File: src/rtl/csr_bank.sv
// CSR-addressable register table with prioritised external write ports.
// Optional sequential clear walker is compiled in when CSR_BANK_CLEAR_EN is defined.
package csr_bank_pkg;
   typedef logic [11:0] csr_addr_t;
   typedef enum logic [2:0] {
      CSR_RW  = 3'b001,
      CSR_RS  = 3'b010,
      CSR_RC  = 3'b011,
      CSR_RWI = 3'b101,
      CSR_RSI = 3'b110,
      CSR_RCI = 3'b111
   } csr_op_t;
endpackage

module csr_bank
   import csr_bank_pkg::*;
#(
   parameter int unsigned          DataWidth    = 32,
   parameter int unsigned          TableSize    = 16,
   parameter csr_addr_t            BottomRange  = 12'h000,
   parameter int unsigned          NumExtPorts  = 2,
   parameter logic [DataWidth-1:0] WritableMask = '1,
   parameter logic [DataWidth-1:0] ResetValue   = '0,
   localparam int unsigned         IdxBits      = $clog2(TableSize)
) (
   input  logic                 clk,
   input  logic                 reset,
   input  logic                 csr_enable,
   input  csr_addr_t            csr_addr,
   input  csr_op_t              csr_op,
   input  logic [4:0]           rs1_zimm,
   input  logic [31:0]          rs1_data,
   output logic                 csr_hit,
   output logic [DataWidth-1:0] csr_rdata,
   input  logic [DataWidth-1:0] ext_data [NumExtPorts],
   input  logic                 ext_we   [NumExtPorts],
   input  logic [IdxBits-1:0]   ext_idx  [NumExtPorts],
   output logic                 ext_ack  [NumExtPorts],
   input  logic                 clear_req,
   output logic                 clear_busy,
   output logic                 clear_done,
   output logic [DataWidth-1:0] out_table        [TableSize],
   output logic [DataWidth-1:0] direct_out_table [TableSize]
);

   // Non-writable bits always read back as their reset value.
   function automatic logic [DataWidth-1:0] apply_mask(input logic [DataWidth-1:0] v);
      return (v & WritableMask) | (ResetValue & ~WritableMask);
   endfunction

   logic [31:0]          addr_off;
   logic [IdxBits-1:0]   csr_idx;
   logic [DataWidth-1:0] csr_operand;
   logic [DataWidth-1:0] csr_old;
   logic [DataWidth-1:0] csr_wdata;
   logic                 csr_wr_op;
   logic                 csr_we;
   logic                 clear_active;
   logic [IdxBits-1:0]   clear_cnt;

   always_comb begin
      addr_off    = 32'(csr_addr) - 32'(BottomRange);
      csr_idx     = addr_off[IdxBits-1:0];
      csr_hit     = reset && csr_enable && (32'(csr_addr) >= 32'(BottomRange)) &&
                    (addr_off < TableSize);
      csr_old     = out_table[csr_idx];
      csr_rdata   = csr_hit ? csr_old : '0;
      csr_operand = csr_op[2] ? DataWidth'(rs1_zimm) : DataWidth'(rs1_data);
      case (csr_op)
         CSR_RW, CSR_RWI: begin
            csr_wdata = csr_operand;
            csr_wr_op = 1'b1;
         end
         CSR_RS, CSR_RSI: begin
            csr_wdata = csr_old | csr_operand;
            csr_wr_op = |csr_operand;
         end
         CSR_RC, CSR_RCI: begin
            csr_wdata = csr_old & ~csr_operand;
            csr_wr_op = |csr_operand;
         end
         default: begin
            csr_wdata = csr_old;
            csr_wr_op = 1'b0;
         end
      endcase
      csr_we = csr_hit && csr_wr_op;
   end

`ifdef CSR_BANK_CLEAR_EN
   typedef enum logic {IDLE, CLEAR} clear_state_t;
   clear_state_t clear_state;

   always_ff @(posedge clk) begin
      if (!reset) begin
         clear_state <= IDLE;
         clear_cnt   <= '0;
         clear_busy  <= 1'b0;
         clear_done  <= 1'b0;
      end else begin
         clear_done <= 1'b0;
         case (clear_state)
            IDLE: begin
               if (clear_req) begin
                  clear_state <= CLEAR;
                  clear_cnt   <= '0;
                  clear_busy  <= 1'b1;
               end
            end
            CLEAR: begin
               if (32'(clear_cnt) == TableSize - 1) begin
                  clear_state <= IDLE;
                  clear_cnt   <= '0;
                  clear_busy  <= 1'b0;
                  clear_done  <= 1'b1;
               end else begin
                  clear_cnt <= clear_cnt + IdxBits'(1);
               end
            end
            default: clear_state <= IDLE;
         endcase
      end
   end

   assign clear_active = (clear_state == CLEAR);
`else
   logic unused_clear_req;
   assign unused_clear_req = clear_req;
   assign clear_active     = 1'b0;
   assign clear_cnt        = '0;
   assign clear_busy       = 1'b0;
   assign clear_done       = 1'b0;
`endif

   // Per-entry arbitration: clear walker, then CSR, then ext ports in index order.
   always_comb begin
      logic taken;
      taken = 1'b0;
      for (int unsigned p = 0; p < NumExtPorts; p++) ext_ack[p] = 1'b0;
      for (int unsigned e = 0; e < TableSize; e++) begin
         taken               = 1'b0;
         direct_out_table[e] = out_table[e];
         if (clear_active && (32'(clear_cnt) == e)) begin
            direct_out_table[e] = ResetValue;
            taken               = 1'b1;
         end else if (csr_we && (32'(csr_idx) == e)) begin
            direct_out_table[e] = apply_mask(csr_wdata);
            taken               = 1'b1;
         end
         for (int unsigned p = 0; p < NumExtPorts; p++) begin
            if (!taken && ext_we[p] && (32'(ext_idx[p]) < TableSize) &&
                (32'(ext_idx[p]) == e)) begin
               direct_out_table[e] = apply_mask(ext_data[p]);
               ext_ack[p]          = 1'b1;
               taken               = 1'b1;
            end
         end
      end
      if (!reset) begin
         for (int unsigned p = 0; p < NumExtPorts; p++) ext_ack[p] = 1'b0;
         for (int unsigned e = 0; e < TableSize; e++) direct_out_table[e] = ResetValue;
      end
   end

   always_ff @(posedge clk) begin
      for (int unsigned e = 0; e < TableSize; e++) begin
         if (!reset) out_table[e] <= ResetValue;
         else        out_table[e] <= direct_out_table[e];
      end
   end

endmodule

File: config.mk
export PLATFORM = sky130hd
export DESIGN_NAME = csr_bank
export DESIGN_NICKNAME = d
export VERILOG_FILES = /design/src/rtl/csr_bank.sv
export SDC_FILE = /design/constraint.sdc
export NUM_CORES = 2
export LEC_CHECK = 0
export BUFFER_PORTS_ARGS = -buffer_cell sky130_fd_sc_hd__buf_4
export CORE_AREA = 2 2 465 467
export CTS_CLUSTER_SIZE = 20
export DETAILED_ROUTE_END_ITERATION = 8
export DIE_AREA = 0 0 467 469
export HOLD_SLACK_MARGIN = 0.06
export MAX_ROUTING_LAYER = met4
export PLACE_DENSITY = 0.35
export REMOVE_ABC_BUFFERS = 1
export SLEW_MARGIN = 25
export SYNTH_ARGS = -nofsm -noshare
export SYNTH_HDL_FRONTEND = slang
export SYNTH_SLANG_ARGS = --single-unit
File: constraint.sdc
create_clock -name clk -period 3 [get_ports clk]
set_input_delay 0.3 -clock clk [delete_from_list [all_inputs] [get_ports clk]]
set_output_delay 0.3 -clock clk [all_outputs]
set_load 0.01 [all_outputs]
==> results.txt <==
Clock Latency Late Sink: 750 ps
DRC viols: 0
Syn Area/Cell: 7.500 um^2
Starting Density: 0.1686
Final ANT Viol Nets: 0
number of global-route vias before repair: 47960
final worst slack: -504.6 ps
simple-gate share of the synthesized area: 0.1662
VDD IR-drop max: 0.4659 mV
Post-synth top cells: nand2_1 (1023), a21oi_1 (956), dfxtp_1 (512), mux2i_1 (485), clkbuf_1 (375)
Finish-stage setup viols: 522
CP Class: in -> out
# H-tree levels: 3
maxcap violations: 0
worst reg2reg path depth: 20
Worst Setup End Kind: output pin
CP Depth: 14
Synth Flop Type: dfxtp_1
grt ovf: 0
DRT Pass-1 Iters: 6
die height: 469 um
CP startpoint kind: input pin
critical path startpoint: rs1_data[15]
post-synthesis compound-gate area fraction: 0.2571
GRT met1 Usage: 0.4247
Pwr per Cell Area: 320.6 mW/mm^2
cts bufs inserted: 81
clock-pin slew of the registers on the worst-case setup and hold paths: 60 ps
share of cells above drive strength 1: 0.5635
M2 GR Usage: 0.5281
Tcrit/Tclk final: 1.168
Slew HR: 0.3974
post-synthesis mux area share: 0.2265
core area: 0.2138 mm^2
Vias/cell: 5.241
global route hottest layer: met2
adder-cell share of the synthesized area: 0
r2r endpoint: out_table[134]
crit path time final: 3505 ps
post-synthesis sequential area ratio: 0.2843
Worst Skew: 28.06 ps
FMAX: 0.2853 GHz
synth top area cells: dfxtp_1 (28%), mux2i_1 (13%), a21oi_1 (13%)
Area Overhead vs Synth: 102.6%
Final Power: 23.41 mW
Post-synth EDFFs: 0
unrepaired setup endpoints after global routing: yes
Final #Nets: 7236
dpl ws: -1376 ps
Synth Area in XOR/XNOR: 0.0002429
M3 GR Usage: 0.07271
Iteration-0 DRC Markers: 5539
# fillers: 22340
largest register by flop count: out_table
number of buffers and inverters on the critical path: 7
CTS tree: done
Die Area: 0.2190 mm^2
Ports: 1191
vias: 52530
CTS max path bufs: 3
main combinational cell family by area after synthesis: compound AO/OA/AOI/OAI gates
count leader, synth: nand2_1
post-synth top area share: 0.2843
post-synth top area cell: dfxtp_1
DP HPWL: 277.8 mm
Critical Path Max Stage Delay: 580 ps
Min-Delay Path Class: in -> reg
Die Width: 467 um
biggest regs: out_table x512
max FFs per register: 512
Buffers on Ports: 1187
slowest stage cell, crit path: nor4_1
post-synthesis cell area: 0.03605 mm^2
Reg2Reg Setup Slack: -190 ps
Netlist cell types: 55
root buffer cell: clkbuf_16
Crit Path Max Fanout: 6
failing checks: setup timing
RR Startpoint: out_table[38]
crit path DAT: 3200 ps
Leakage: 33.02 nW
Fin. Hold Viols: 0
Setup crit end: direct_out_table[265]
routability cong.: 0.9442
largest net degree at the start of global routing: 70
Mapped Cells: 4807
post-DR wirelength/cell: 39.41 um
drt total wl: 394.9 mm
CP required: 2700 ps
ys async rst share: 0
Placement Rows: 170
Cell Chain, Critical Path: buf_4 > nor4_1 > buf_4 > nand4_1 > a22oi_2 > buf_6 > buf_6 > a211oi_4 > buf_6 > nand2_8 > buf_12 > o211ai_1 > a21oi_2 > buf_4
YS warnings: 0
initial antenna violation count: 40
Slew @ Worst Pin: 900.6 ps
Top delay family on crit path: buffers and inverters
post-synthesis register bit count: 512
first-pass GRT wire length: 485.5 mm
status: finished with violations
Final Slew Violations: 0
GRT Total Usage: 0.3435
CTS Sinks: 512
## worst reg2reg max path: stages, from the launching register on
cell and delay, ps:
dfxtp_2 330, mux4_2 490, a22o_1 260, a221oi_2 170
buf_4 170, a21oi_2 40, a21o_4 260, buf_8 170
buf_12 130, nand2_4 60, buf_4 110, buf_4 100
buf_4 90, buf_4 100, buf_4 90, buf_4 90
buf_4 90, buf_4 90, buf_4 90, buf_4 90
a21oi_1 70
## stage by stage
step           hold WS, ps  utilization  std cells  instance area (um^2)  TNS (ps)
4_1_cts              60.03       0.3090       9805                 66050   -202180
6_report             124.1       0.3417      10020                 73040   -187360
2_1_floorplan        475.5            -       4259                 33760  -5049810
3_3_place_gp         643.8       0.2662       9351                 56910   -640680
5_1_grt              110.9       0.3416      10020                 73030   -217250
3_5_place_dp         657.7       0.2663       9352                 56920   -582660
## routing by layer
layer | routed length, um | vias up
met4 | 24070 | 0
li1 | - | 21950
met3 | 33670 | 702
met2 | 175800 | 3299
met5 | 0 | -
met1 | 161400 | 26580
## power breakdown
| group | internal (mW) | total (mW) | switching, mW |
|---|---|---|---|
| combinational | 2.59 | 6.22 | 3.63 |
| clock | 5.68 | 9.95 | 4.26 |
| sequential | 7.00 | 7.25 | 0.248 |
## how the worst min path moves through the flow
stage	start	endpoint	slack, ps	cells after the start
floorplan	reset	out_table[360]	480	2
global placement	out_table[376]	out_table[376]	640	2
detailed placement	out_table[377]	out_table[377]	660	2
CTS	ext_data[16]	out_table[496]	60	5
global route	ext_data[26]	out_table[26]	110	5
finish	ext_data[1]	out_table[481]	120	5
## layout by cell type, fill, tap and decap left out, types with 15 or more instances in the layout
cell,netlist,routed
buf_4,17,2024
nand2_1,1023,744
a21oi_1,956,611
mux2i_1,485,485
dfxtp_1,512,358
buf_6,1,331
o211ai_1,309,309
buf_12,0,271
a21oi_2,0,204
nor2_1,295,195
nand2_4,0,172
o21ai_0,184,158
mux4_2,147,147
a21oi_4,0,141
dfxtp_2,0,125
clkbuf_16,0,108
nand2_2,2,89
nand3_1,73,67
nor2_4,0,57
buf_8,0,45
nor2_2,0,43
buf_16,0,33
dlygate4sd3_1,0,32
dfxtp_4,0,29
clkbuf_8,0,21
diode_2,0,20
nand2_8,0,20
nor2b_1,21,19
a22o_1,30,19
and2_1,29,19
a211oi_1,39,19
inv_1,17,16
clkbuf_1,375,16
a211oi_4,0,15
## layout make-up
type	instances	area, um^2	area share
inverters	19	83.83	0.001148
repair buffers	2762	26900	0.3683
diodes	20	50.05	0.0006853
clock inverters	22	191.4	0.002621
well taps	2838	3551	0.04862
flip-flops and latches	512	10520	0.1440
clock buffers	119	2401	0.03288
multi-input cells	3730	29340	0.4017
## logic make-up (layout without fill, tap and decap cells)
logic type / count (synthesis) / after routing
multiplexers: 632 / 632
buffers and inverters: 568 / 2922
flip-flops: 512 / 512
other: 1 / 22
AO/OA/AOI/OAI: 1601 / 1602
AND/OR/NAND/NOR: 1492 / 1493
XOR/XNOR: 1 / 1
## what timing repair did
action	4_1_cts	5_1_grt
endpoints found under the hold margin	111	0
cloned	30	28
pin swaps	230	470
setup buffers	288	261
resized for setup	875	1187
hold buffers	32	0
endpoints found under the setup margin	528	534
No activity file was read; power rests on OpenSTA's default activity.
